## config.mk

```make
export PLATFORM = sky130hd
export DESIGN_NAME = board_ram_arbiter
export DESIGN_NICKNAME = d
export VERILOG_FILES = /design/src/rtl/board_ram_pkg.sv /design/src/rtl/board_ram_arbiter_rd_tag_pipe.sv /design/src/rtl/board_ram_arbiter.sv
export SDC_FILE = /design/constraint.sdc
export NUM_CORES = 1
export LEC_CHECK = 0
export CAP_MARGIN = 25
export CORE_ASPECT_RATIO = 2
export CORE_MARGIN = 2
export CORE_UTILIZATION = 34
export CTS_CLUSTER_SIZE = 16
export DETAILED_ROUTE_END_ITERATION = 16
export PLACE_DENSITY = 0.88
export RECOVER_POWER = 50
export SLEW_MARGIN = 10
export SYNTH_ARGS = -nofsm -noshare
export SYNTH_HDL_FRONTEND = slang
export SYNTH_HIERARCHICAL = 1
export SYNTH_SLANG_ARGS = --single-unit
export TNS_END_PERCENT = 100
```

## constraint.sdc

```tcl
create_clock -name CLK -period 5.15 [get_ports CLK]
set_input_delay 0.515 -clock CLK [delete_from_list [all_inputs] [get_ports CLK]]
set_output_delay 0.515 -clock CLK [all_outputs]
set_load 0.005 [all_outputs]
```

## src/rtl/board_ram_pkg.sv

```systemverilog
// Shared types and default sizes for the board RAM arbiter slice.
package board_ram_pkg;

  localparam int ADDR_W_DEF = 11;
  localparam int DATA_W_DEF = 32;

  typedef enum logic [1:0] {
    C_IDLE,
    C_WAIT,
    C_RD_PEND
  } cpu_state_t;

  typedef enum logic [1:0] {
    OWN_NONE,
    OWN_CPU,
    OWN_FETCH
  } owner_t;

endpackage

```

## src/rtl/board_ram_arbiter_rd_tag_pipe.sv

```systemverilog
// Shift register that remembers who issued each RAM read, so the returning
// RAM_Q word can be steered to the CPU or to the tile fetcher.
module rd_tag_pipe
  import board_ram_pkg::*;
#(
  parameter int DEPTH = 1
) (
  input  logic   clk,
  input  logic   rst_n,
  input  owner_t tag_in,
  output owner_t tag_out
);

  owner_t stage_q [DEPTH];
  owner_t stage_d [DEPTH];

  // Each stage takes the previous one; stage 0 takes the tag of this cycle's access.
  always_comb begin
    stage_d[0] = tag_in;
    for (int i = 1; i < DEPTH; i++) begin
      stage_d[i] = stage_q[i-1];
    end
  end

  // Reset empties the pipe so no in-flight read ever returns.
  always_ff @(posedge clk or negedge rst_n) begin
    if (!rst_n) begin
      for (int i = 0; i < DEPTH; i++) begin
        stage_q[i] <= OWN_NONE;
      end
    end else begin
      for (int i = 0; i < DEPTH; i++) begin
        stage_q[i] <= stage_d[i];
      end
    end
  end

  assign tag_out = stage_q[DEPTH-1];

endmodule

```

## src/rtl/board_ram_arbiter.sv

```systemverilog
// Single-port board RAM arbiter: CPU (Avalon slave) versus VGA tile fetcher.
// The fetcher wins during active video, but only for MAX_STALL grants in a
// row while the CPU waits; reads return through a tag pipe.
module board_ram_arbiter
  import board_ram_pkg::*;
#(
  parameter int ADDR_W    = ADDR_W_DEF,
  parameter int DATA_W    = DATA_W_DEF,
  parameter int RD_LAT    = 1,
  parameter int MAX_STALL = 8
) (
  input  logic                CLK,
  input  logic                RESET_N,
  input  logic                AVL_CS,
  input  logic                AVL_READ,
  input  logic                AVL_WRITE,
  input  logic [ADDR_W-1:0]   AVL_ADDR,
  input  logic [DATA_W/8-1:0] AVL_BYTE_EN,
  input  logic [DATA_W-1:0]   AVL_WRITEDATA,
  output logic [DATA_W-1:0]   AVL_READDATA,
  output logic                AVL_WAITREQ,
  input  logic                ACTIVE_VIDEO,
  input  logic                FETCH_REQ,
  input  logic [ADDR_W-1:0]   FETCH_ADDR,
  output logic                FETCH_GNT,
  output logic                FETCH_VALID,
  output logic [DATA_W-1:0]   FETCH_DATA,
  output logic [ADDR_W-1:0]   RAM_ADDR,
  output logic [DATA_W-1:0]   RAM_WDATA,
  output logic [DATA_W/8-1:0] RAM_BYTEEN,
  output logic                RAM_WREN,
  input  logic [DATA_W-1:0]   RAM_Q
);

  localparam logic [7:0] STALL_LIMIT = 8'(MAX_STALL);

  cpu_state_t        state_q, state_d;
  logic [7:0]        stall_q, stall_d;
  logic              rd_done_q, rd_done_d;
  logic [DATA_W-1:0] readdata_q, readdata_d;
  logic              cpu_req, fetch_req;
  logic              cpu_gnt, fetch_gnt;
  logic              cpu_wr_gnt, cpu_rd_gnt;
  owner_t            issue_tag, return_tag;

  // Qualify requests and pick at most one winner for this cycle.
  always_comb begin
    cpu_req   = RESET_N && AVL_CS && (AVL_READ || AVL_WRITE) &&
                (state_q != C_RD_PEND) && !rd_done_q;
    fetch_req = RESET_N && FETCH_REQ;
    cpu_gnt   = 1'b0;
    fetch_gnt = 1'b0;
    if (cpu_req && fetch_req) begin
      if (ACTIVE_VIDEO && (stall_q < STALL_LIMIT)) begin
        fetch_gnt = 1'b1;
      end else begin
        cpu_gnt = 1'b1;
      end
    end else begin
      cpu_gnt   = cpu_req;
      fetch_gnt = fetch_req;
    end
    cpu_wr_gnt = cpu_gnt && AVL_WRITE;
    cpu_rd_gnt = cpu_gnt && !AVL_WRITE;
  end

  // Drive the RAM port from the winner and tag the access for its return path.
  always_comb begin
    RAM_ADDR   = '0;
    RAM_WDATA  = '0;
    RAM_BYTEEN = '0;
    RAM_WREN   = 1'b0;
    issue_tag  = OWN_NONE;
    if (cpu_gnt) begin
      RAM_ADDR = AVL_ADDR;
      if (cpu_wr_gnt) begin
        RAM_WREN   = 1'b1;
        RAM_WDATA  = AVL_WRITEDATA;
        RAM_BYTEEN = AVL_BYTE_EN;
      end else begin
        issue_tag = OWN_CPU;
      end
    end else if (fetch_gnt) begin
      RAM_ADDR  = FETCH_ADDR;
      issue_tag = OWN_FETCH;
    end
  end

  rd_tag_pipe #(
    .DEPTH (RD_LAT)
  ) u_rd_tag_pipe (
    .clk     (CLK),
    .rst_n   (RESET_N),
    .tag_in  (issue_tag),
    .tag_out (return_tag)
  );

  // Next state for the CPU FSM, starvation counter and read-return register.
  always_comb begin
    state_d    = state_q;
    rd_done_d  = 1'b0;
    readdata_d = readdata_q;
    if (cpu_req && fetch_gnt) begin
      stall_d = stall_q + 8'd1;
    end else begin
      stall_d = 8'd0;
    end
    case (state_q)
      C_IDLE, C_WAIT: begin
        if (cpu_rd_gnt) begin
          state_d = C_RD_PEND;
        end else if (cpu_wr_gnt) begin
          state_d = C_IDLE;
        end else if (cpu_req) begin
          state_d = C_WAIT;
        end else begin
          state_d = C_IDLE;
        end
      end
      C_RD_PEND: begin
        if (return_tag == OWN_CPU) begin
          readdata_d = RAM_Q;
          rd_done_d  = 1'b1;
          state_d    = C_IDLE;
        end
      end
      default: state_d = C_IDLE;
    endcase
  end

  // CPU FSM state and its registered outputs.
  always_ff @(posedge CLK or negedge RESET_N) begin
    if (!RESET_N) begin
      state_q    <= C_IDLE;
      stall_q    <= 8'd0;
      rd_done_q  <= 1'b0;
      readdata_q <= '0;
    end else begin
      state_q    <= state_d;
      stall_q    <= stall_d;
      rd_done_q  <= rd_done_d;
      readdata_q <= readdata_d;
    end
  end

  assign AVL_WAITREQ  = !(cpu_wr_gnt || rd_done_q);
  assign AVL_READDATA = readdata_q;
  assign FETCH_GNT    = fetch_gnt;
  assign FETCH_VALID  = (return_tag == OWN_FETCH);
  assign FETCH_DATA   = FETCH_VALID ? RAM_Q : '0;

endmodule

```

Yosys cells after proc, flatten, opt, wreduce, memory -nomap -nowiden
Index checks and enable logic that the tools add are counted.
Widths: inputs -> output; s select.
{"block": "op_classes", "n_reduce_logical": 18, "n_eq_ne": 6, "add_sub_neg": 1, "magnitude_cmp": 1, "muxes": 24}
{"cell": "$mux 32", "count": 3}
{"cell": "$mux 11", "count": 2}
{"cell": "$mux 1", "count": 11}
{"cell": "$logic_and 1x1->1", "count": 10}
{"cell": "$add 8x1->8 const B", "count": 1}
{"cell": "$lt 8x4->1 const B", "count": 1}
{"cell": "$mux 2", "count": 4}
{"cell": "$mux 4", "count": 2}
{"cell": "$mux 8", "count": 1}
{"cell": "$eq 2x1->1 const B", "count": 2}
{"cell": "$eq 2x2->1 const B", "count": 2}
{"cell": "$ne 2x2->1 const B", "count": 2}
{"cell": "$pmux 2 s2", "count": 1}
{"cell": "$logic_not 1->1", "count": 3}
{"cell": "$logic_not 2->1", "count": 1}
{"cell": "$logic_or 1x1->1", "count": 2}
{"cell": "$reduce_and 2->1", "count": 1}
{"cell": "$reduce_or 2->1", "count": 1}
{"block": "totals", "out_inout_bits": 115, "word_cells": 55, "register_bits": 45}

Longest topological paths before layout
Gate-level depths: netlist (run 1).
{"block": "logic_depth", "ltp_word": 10, "depth_mapped": 6, "mapped_depth_nobuf": 4}

Modules after synthesis
The synthesis (run 1) kept the hierarchy.
{"module": "board_ram_arbiter", "cells_each": 207, "instances": 1, "area_each_um2": 2327.2}
{"module": "rd_tag_pipe", "cells_each": 2, "instances": 1, "area_each_um2": 50.0}

Least setup slack after synthesis (run 1)
Ideal clock, no wire load.
{"block": "synth_timing", "path_type": "reg2out", "startpoint": "reg stall_q[6]", "endpoint": "out RAM_ADDR[4]", "path_slack_ps": 2968, "stages_incl_launch_ff": 5, "arrival_time_ps": 1667, "required_time_ps": 4635, "path_buffers": 1, "path_cell_list": "dfrtp_1 > or4_4 > o21ai_2 > buf_6 > mux2_2"}
{"block": "synth_via", "elab_chain_len": 6, "word_cells_on_any_way": 8, "cone_classes": "order compare (1); mux (6); reduce/logical (1)"}
{"item": "start: declaration", "line": "board_ram_arbiter.sv:38", "rtl": "logic [7:0] stall_q, stall_d;"}
{"item": "start signal: assignment", "line": "board_ram_arbiter.sv:140", "rtl": "stall_q <= stall_d;"}
{"item": "$lt 8x4->1 *", "line": "board_ram_arbiter.sv:54", "rtl": "if (ACTIVE_VIDEO && (stall_q < STALL_LIMIT)) begin"}
{"item": "$logic_and 1x1->1 *", "line": "board_ram_arbiter.sv:54"}
{"item": "$mux 1", "line": "board_ram_arbiter.sv:54"}
{"item": "$mux 1", "line": "board_ram_arbiter.sv:53", "rtl": "if (cpu_req && fetch_req) begin"}
{"item": "$mux 11", "line": "board_ram_arbiter.sv:83", "rtl": "end else if (fetch_gnt) begin"}
{"item": "$mux 11 *", "line": "board_ram_arbiter.sv:74", "rtl": "if (cpu_gnt) begin"}
{"item": "end: declaration", "line": "board_ram_arbiter.sv:28", "rtl": "output logic [ADDR_W-1:0] RAM_ADDR,"}
Mark *: on every way between the ends. The rest lies on a longest branch, timed or not.

Worst setup path in the final report (run 1)
{"block": "layout_timing", "startpoint": "in FETCH_REQ", "endpoint": "out RAM_WDATA[18]"}
{"block": "layout_via", "elab_chain_len": 6}
{"item": "start: declaration", "line": "board_ram_arbiter.sv:23", "rtl": "input logic FETCH_REQ,"}
{"item": "$logic_and 1x1->1 *", "line": "board_ram_arbiter.sv:50", "rtl": "fetch_req = RESET_N && FETCH_REQ;"}
{"item": "$logic_and 1x1->1 *", "line": "board_ram_arbiter.sv:53"}
{"item": "$mux 1 *", "line": "board_ram_arbiter.sv:53"}
{"item": "$logic_and 1x1->1", "line": "board_ram_arbiter.sv:63", "rtl": "cpu_wr_gnt = cpu_gnt && AVL_WRITE;"}
{"item": "$mux 32", "line": "board_ram_arbiter.sv:76", "rtl": "if (cpu_wr_gnt) begin"}
{"item": "$mux 32 *", "line": "board_ram_arbiter.sv:74"}
{"item": "end: declaration", "line": "board_ram_arbiter.sv:29", "rtl": "output logic [DATA_W-1:0] RAM_WDATA,"}
Marks and branches as above.

==> summary.txt, run 1 <==
Die
  • Die ar.: 7720 um^2
  • Row count: 43
  • Die height: 122 um
  • Die Wd: 63.1 um
  • Initial Utilization: 34.8%
  • I/O pin cnt: 212
  • Core area: 6830 um^2

Final layout
  • Layout area overhead: 97.4%
  • Final core utilization: 68.7%
  • Fin cells: 511
  • Register area: 1130 um^2
  • Final-layout fill cell count: 551
  • Ant diodes: 0
  • Nets@finish: 518
  • Footprint of the multi-input gates: 1170 um^2
  • Layout cells sized above 1: 13.5%

Critical path
  • CP startpoint: FETCH_REQ
  • R2R depth: 4
  • Setup Crit Path Kind: input port to output port
  • Worst R2R End: AVL_READDATA[1]
  • FF-to-FF Start: state_q[1]
  • Critical Path AT: 3.15 ns
  • Largest fanout on the critical path: 38
  • Setup crit end kind: output port
  • Worst EP required: 4.64 ns
  • Setup slack, reg-to-reg: 2.35 ns
  • Startpoint types: input port
  • CP endpoint: RAM_WDATA[18]

CTS
  • Clock buffer count from CTS: 5
  • Worst-path clk slew: 0.06 ns
  • Post-CTS Setup Bufs: 0
  • CTS root buffer: clkbuf_16
  • # clock sinks: 45
  • CTS Hold Bufs: 0
  • TritonCTS clock tree: yes
  • CTS max path bufs: 2
  • Worst-Skew Late Latency: 0.28 ns
  • H-tree Lvls: 2
  • Resize count post-CTS: 0

Global route
  • First-pass GRT wire length: 12700 um
  • Pin count of the biggest net entering global routing: 59
  • GRT overflow: 0
  • Vias in the first global route: 2359
  • Initial antenna violation count: 0
  • Tot GR Track Use: 21.7%

Run status
  • Outcome: finished, violations left
  • Failing checks: capacitance limit, slew limit

Timing
  • Final Hold Fails: 0
  • Post-layout min period: 3.67 ns
  • RSZ-0062 raised after global routing: no
  • Fmax: 273 MHz
  • Final Max Tran Viols: 34
  • Final setup margin: 1.48 ns
  • Worst clock skew: 0.00619 ns
  • Max transition margin: -20.6%
  • Setup-failing EPs final: 0
  • Final TNS setup: 0 ns
  • Final period util: 71.3%
  • Worst slew pin tran: 1.81 ns

Min path
  • HP Class: flip-flop to flip-flop

Power and ir drop
  • PD cells: 282 nW/um^2
  • Tot Pwr: 1.32 mW
  • Pleak: 2.06 nW
  • Max VDD drop: 0.218 mV

Route
  • Met1 wire length: 3180 um
  • Top sig layer: met4
  • Iteration-0 DRC Markers: 62
  • Vias after detailed routing: 2396
  • # DRC: 0
  • Avg WL per Cell: 16.6 um
  • Final antenna-violating net count: 0
  • Final wirelength: 8500 um
  • Met3 routed WL: 1090 um
  • Vias per cell: 4.69
  • Met2 WL: 4070 um
  • Router iterations before antenna repair: 4

Synthesis
  • Yosys reg bits: 45
  • Post-synthesis mux area share: 20.4%
  • Synth Warn #: 6
  • Largest family of logic cells by synthesized area: simple AND/OR/NAND/NOR gates
  • Compound-cell area share of the yosys netlist: 0.895%
  • Post-synthesis cell type count: 25
  • Adder-Cell Fraction of Synth Area: 0.526%
  • Post-Synthesis Cells: 209
  • Sequential share of the synthesized area: 47.4%
  • Post-Synth XOR/XNOR Area: 0.737%
  • Syn avg cell area: 11.4 um^2
  • Synth Area in Simple Gates: 26.3%
  • Syn Std Cell Area: 2380 um^2

Job
  • MaxCap Viol Count: 1

Placement
  • Place WS: 1.48 ns
  • Dpl cells: 502
  • RePlAce Congestion: 0.761
  • DP HPWL: 6770 um
  • I/O Buffers: 211
==> metrics by stage <==
stage	instance area [um^2]	hold WS, ns
final	4690	0.468
after global placement	4550	0.433
after CTS	4700	0.420
after floorplan	2390	0.219
after detailed placement	4550	0.442
after global routing	4690	0.497
==> cell usage after synthesis, drive strengths merged <==
cell / count / area share, %
and2: 68 / 18
dfrtp: 45 / 47
mux2: 43 / 20
and3: 14 / 3.7
buf: 8 / 2.7
nor2: 8 / 1.4
clkbuf: 5 / 0.79
nand2: 2 / 0.32
nor2b: 2 / 0.53
o21ai: 2 / 0.58
and3b: 1 / 0.37
conb: 1 / 0.16
ha: 1 / 0.53
inv: 1 / 0.16
nand3: 1 / 0.21
nand4b: 1 / 0.37
nor3b: 1 / 0.53
nor4: 1 / 0.53
o31ai: 1 / 0.32
or4: 1 / 0.47
xnor2: 1 / 0.37
xor2: 1 / 0.37
==> cell type report <==
type                            count  share of cell area [%]
Tap cell                           90                    2.40
Clock buffer                        6                    2.96
Timing Repair Buffer              214                    45.3
Inverter                            1                  0.0800
Clock inverter                      2                   0.293
Multi-Input combinational cell    153                    24.9
Sequential cell                    45                    24.0
==> worst min path at each step <==
stage	start	endpoint	slack, ns	depth (start not counted)
floorplan	RESET_N	AVL_READDATA[0]	0.22	0
global placement	state_q[1]	state_q[0]	0.43	1
detailed placement	state_q[1]	state_q[0]	0.44	1
CTS	RESET_N	stall_q[7]	0.42	2
global route	state_q[1]	state_q[0]	0.50	1
finish	stall_q[0]	stall_q[0]	0.47	1
==> sequential cells by signal, summed over array words and instances, names as in the netlist <==
register,count
AVL_READDATA,32
stall_q,8
state_q,2
u_rd_tag_pipe/tag_out,2
rd_done_q,1
==> where the power goes <==
group / switching, mW / internal [mW]
Combinational: 0.157 / 0.342
Clock: 0.129 / 0.193
Sequential: 0.0478 / 0.454
Total: 0.334 / 0.989
==> cells in the final DEF, fill, tap and decap left out, types with 2 or more instances in the layout <==
cell / synthesis / routed
clkdlybuf4s50_1: 0 / 177
mux2_2: 43 / 43
clkbuf_1: 5 / 2
dlygate4sd3_1: 0 / 33
conb_1: 1 / 4
and2_1: 68 / 68
nor2_1: 7 / 8
and3_1: 14 / 14
nand2_1: 2 / 2
clkbuf_16: 0 / 5
dfrtp_1: 45 / 45
==> kinds of logic (layout without fill, tap and decap cells) <==
group / Yosys count / after routing
compound gates: 3 / 3
xor+xnor: 2 / 2
fa+ha+maj: 1 / 1
buf+inv: 14 / 223
flops: 45 / 45
mux: 43 / 43
other cells: 1 / 4
simple gates: 100 / 100
==> worst max-delay path, cell delays in order <==
cell and delay (ns):
dlygate4sd3_1 0.71, nand4b_1 0.23, nor2_1 0.09, and3b_1 0.80
and2_1 0.28, clkdlybuf4s50_1 0.52
==> metal layers <==
layer  up-vias  global-route usage, %
met5         -                      0
met4         0                   6.81
met3        14                   9.17
met2       179                   37.7
met1      1083                   23.8
li1       1120                      -
Note: power is estimated with default switching activity, not from simulation.
==> inputs of run 2 (changes only) <==
--- a/config.mk
+++ b/config.mk
@@ -8,10 +8,10 @@
 export CAP_MARGIN = 25
 export CORE_ASPECT_RATIO = 2
 export CORE_MARGIN = 2
-export CORE_UTILIZATION = 34
+export CORE_UTILIZATION = 28
 export CTS_CLUSTER_SIZE = 16
 export DETAILED_ROUTE_END_ITERATION = 16
-export PLACE_DENSITY = 0.88
+export PLACE_DENSITY = 0.77
 export RECOVER_POWER = 50
 export SLEW_MARGIN = 10
 export SYNTH_ARGS = -nofsm -noshare
==> constraint.sdc (replaced) <==
create_clock -name CLK -period 3.2 [get_ports CLK]
set_input_delay 0.32 -clock CLK [delete_from_list [all_inputs] [get_ports CLK]]
set_output_delay 0.32 -clock CLK [all_outputs]
set_load 0.005 [all_outputs]
==> summary.txt, run 2 (synthesis results as in run 1) <==
Run status
  • Outcome: finished, violations left
  • Failing checks: capacitance limit, slew limit

Critical path
  • Critical Path AT: 2.57 ns
  • Worst EP required: 2.88 ns
  • Largest fanout on the critical path: 38
  • Startpoint types: input port
  • Setup Crit Path Kind: input port to output port
  • Setup crit end kind: output port
  • Setup slack, reg-to-reg: 0.49 ns
  • R2R depth: 4
  • Worst R2R End: AVL_READDATA[27]
  • FF-to-FF Start: state_q[1]

CTS
  • Post-CTS Setup Bufs: 0
  • Worst-Skew Late Latency: 0.28 ns
  • H-tree Lvls: 2
  • TritonCTS clock tree: yes
  • Clock buffer count from CTS: 5
  • CTS root buffer: clkbuf_16
  • # clock sinks: 45
  • CTS Hold Bufs: 0
  • Resize count post-CTS: 0
  • CTS max path bufs: 2
  • Worst-path clk slew: 0.06 ns

Route
  • Final antenna-violating net count: 0
  • # DRC: 0
  • Vias after detailed routing: 2358
  • Router iterations before antenna repair: 4
  • Iteration-0 DRC Markers: 108
  • Avg WL per Cell: 15.6 um
  • Vias per cell: 4.52
  • Final wirelength: 8130 um

Die
  • Die height: 134 um
  • I/O pin cnt: 212
  • Die ar.: 9290 um^2
  • Core area: 8230 um^2
  • Row count: 47
  • Die Wd: 69.2 um
  • Initial Utilization: 28.9%

Final layout
  • Layout cells sized above 1: 14.6%
  • Final core utilization: 57.3%
  • Final-layout fill cell count: 711
  • Max reg flops: 32
  • Footprint of the multi-input gates: 1170 um^2
  • Ant diodes: 0
  • Commonest non-fill, non-tap cells in the layout: clkdlybuf4s50_1 (177), and2_1 (68), dfrtp_1 (45)
  • Commonest non-fill, non-tap cell in the layout: clkdlybuf4s50_1
  • Nets@finish: 521
  • Layout area overhead: 98.6%
  • Fin cells: 522
  • Register area: 1130 um^2

Timing
  • Final Hold Fails: 0
  • Worst slew pin tran: 1.71 ns
  • Final period util: 90.2%
  • Setup-failing EPs final: 0
  • Max transition margin: -14.1%
  • Final Max Tran Viols: 34
  • Final TNS setup: 0 ns
  • WHS: 0.454 ns
  • Worst clock skew: 0.00902 ns
  • Fmax: 346 MHz
  • RSZ-0062 raised after global routing: no
  • Post-layout min period: 2.89 ns

Global route
  • Grt met3 use: 4.13%
  • Tot GR Track Use: 16.8%
  • Busiest grt layer: met2
  • Grt met2 use: 32.7%
  • Vias in the first global route: 2278
  • Pin count of the biggest net entering global routing: 59
  • Routing usage on met1: 16.2%
  • Initial antenna violation count: 0
  • First-pass GRT wire length: 12200 um
  • GRT overflow: 0

Power and ir drop
  • Pleak: 2.07 nW
  • Max VDD drop: 0.389 mV
  • Tot Pwr: 2.12 mW
  • PD cells: 449 nW/um^2

Placement
  • DP HPWL: 6730 um
  • I/O Buffers: 211
  • RePlAce Congestion: 0.902
  • Dpl cells: 514

Min path
  • HP Class: flip-flop to flip-flop
  • Hold Path Sink: state_q[0]
  • Min-Delay Startpoint: state_q[1]
  • WHS Path Cells: 1

Job
  • MaxCap Viol Count: 1
## run 2: cell count changes in the layout (fill, tap and decap cells not counted), sizes merged
cell	delta
clkinv	-1
clkbuf	-1
buf	+3
clkinvlp	+1
inv	+1
## run 2: cell type report
| class | count | area share, % |
|---|---|---|
| Clock buffer | 5 | 2.65 |
| Inverter | 1 | 0.0795 |
| Clock inverter | 3 | 0.530 |
| Multi-Input combinational cell | 153 | 24.8 |
| Timing Repair Buffer | 217 | 45.5 |
| Sequential cell | 45 | 23.9 |
| Tap cell | 98 | 2.60 |
## run 2: worst max path at each step
| stage | startpoint | slack, ns | to | cells after the start |
|---|---|---|---|---|
| 6_report | AVL_CS | 0.31 | RAM_WDATA[27] | 7 |
| 5_1_grt | AVL_CS | 0.16 | RAM_WDATA[27] | 7 |
| 4_1_cts | AVL_CS | 0.35 | RAM_WDATA[27] | 7 |
| 3_5_place_dp | AVL_CS | 0.36 | RAM_WDATA[27] | 7 |
| 3_3_place_gp | AVL_CS | 0.37 | RAM_WDATA[27] | 7 |
| 2_1_floorplan | stall_q[6] | 1.21 | RAM_ADDR[4] | 4 |
## run 2: layer usage
| metal | up-vias | share of wire [%] |
|---|---|---|
| met2 | 137 | 58 |
| met5 | - | 0 |
| li1 | 1123 | - |
| met4 | 0 | 3.0 |
| met1 | 1082 | 32 |
| met3 | 16 | 7.1 |
## run 2: per-stage QoR
stage	instance area [um^2]	setup slack, ns
2_1_floorplan	2390	1.21
3_3_place_gp	4590	0.374
3_5_place_dp	4590	0.357
4_1_cts	4740	0.350
5_1_grt	4720	0.164
6_report	4720	0.313
## run 2: worst max-delay path, stage by stage
cell,delay (ns)
dlygate4sd3_1,0.58
nand2_1,0.08
nor4_2,0.38
and3b_1,0.21
buf_4,0.27
and2_1,0.22
clkdlybuf4s50_1,0.51
## run 2: report_power, final
part / leakage [nW] / internal, mW / switching, mW
Combinational: 1.42 / 0.553 / 0.256
Clock: 0.0704 / 0.293 / 0.216
Sequential: 0.583 / 0.731 / 0.0729
Total: 2.07 / 1.58 / 0.544
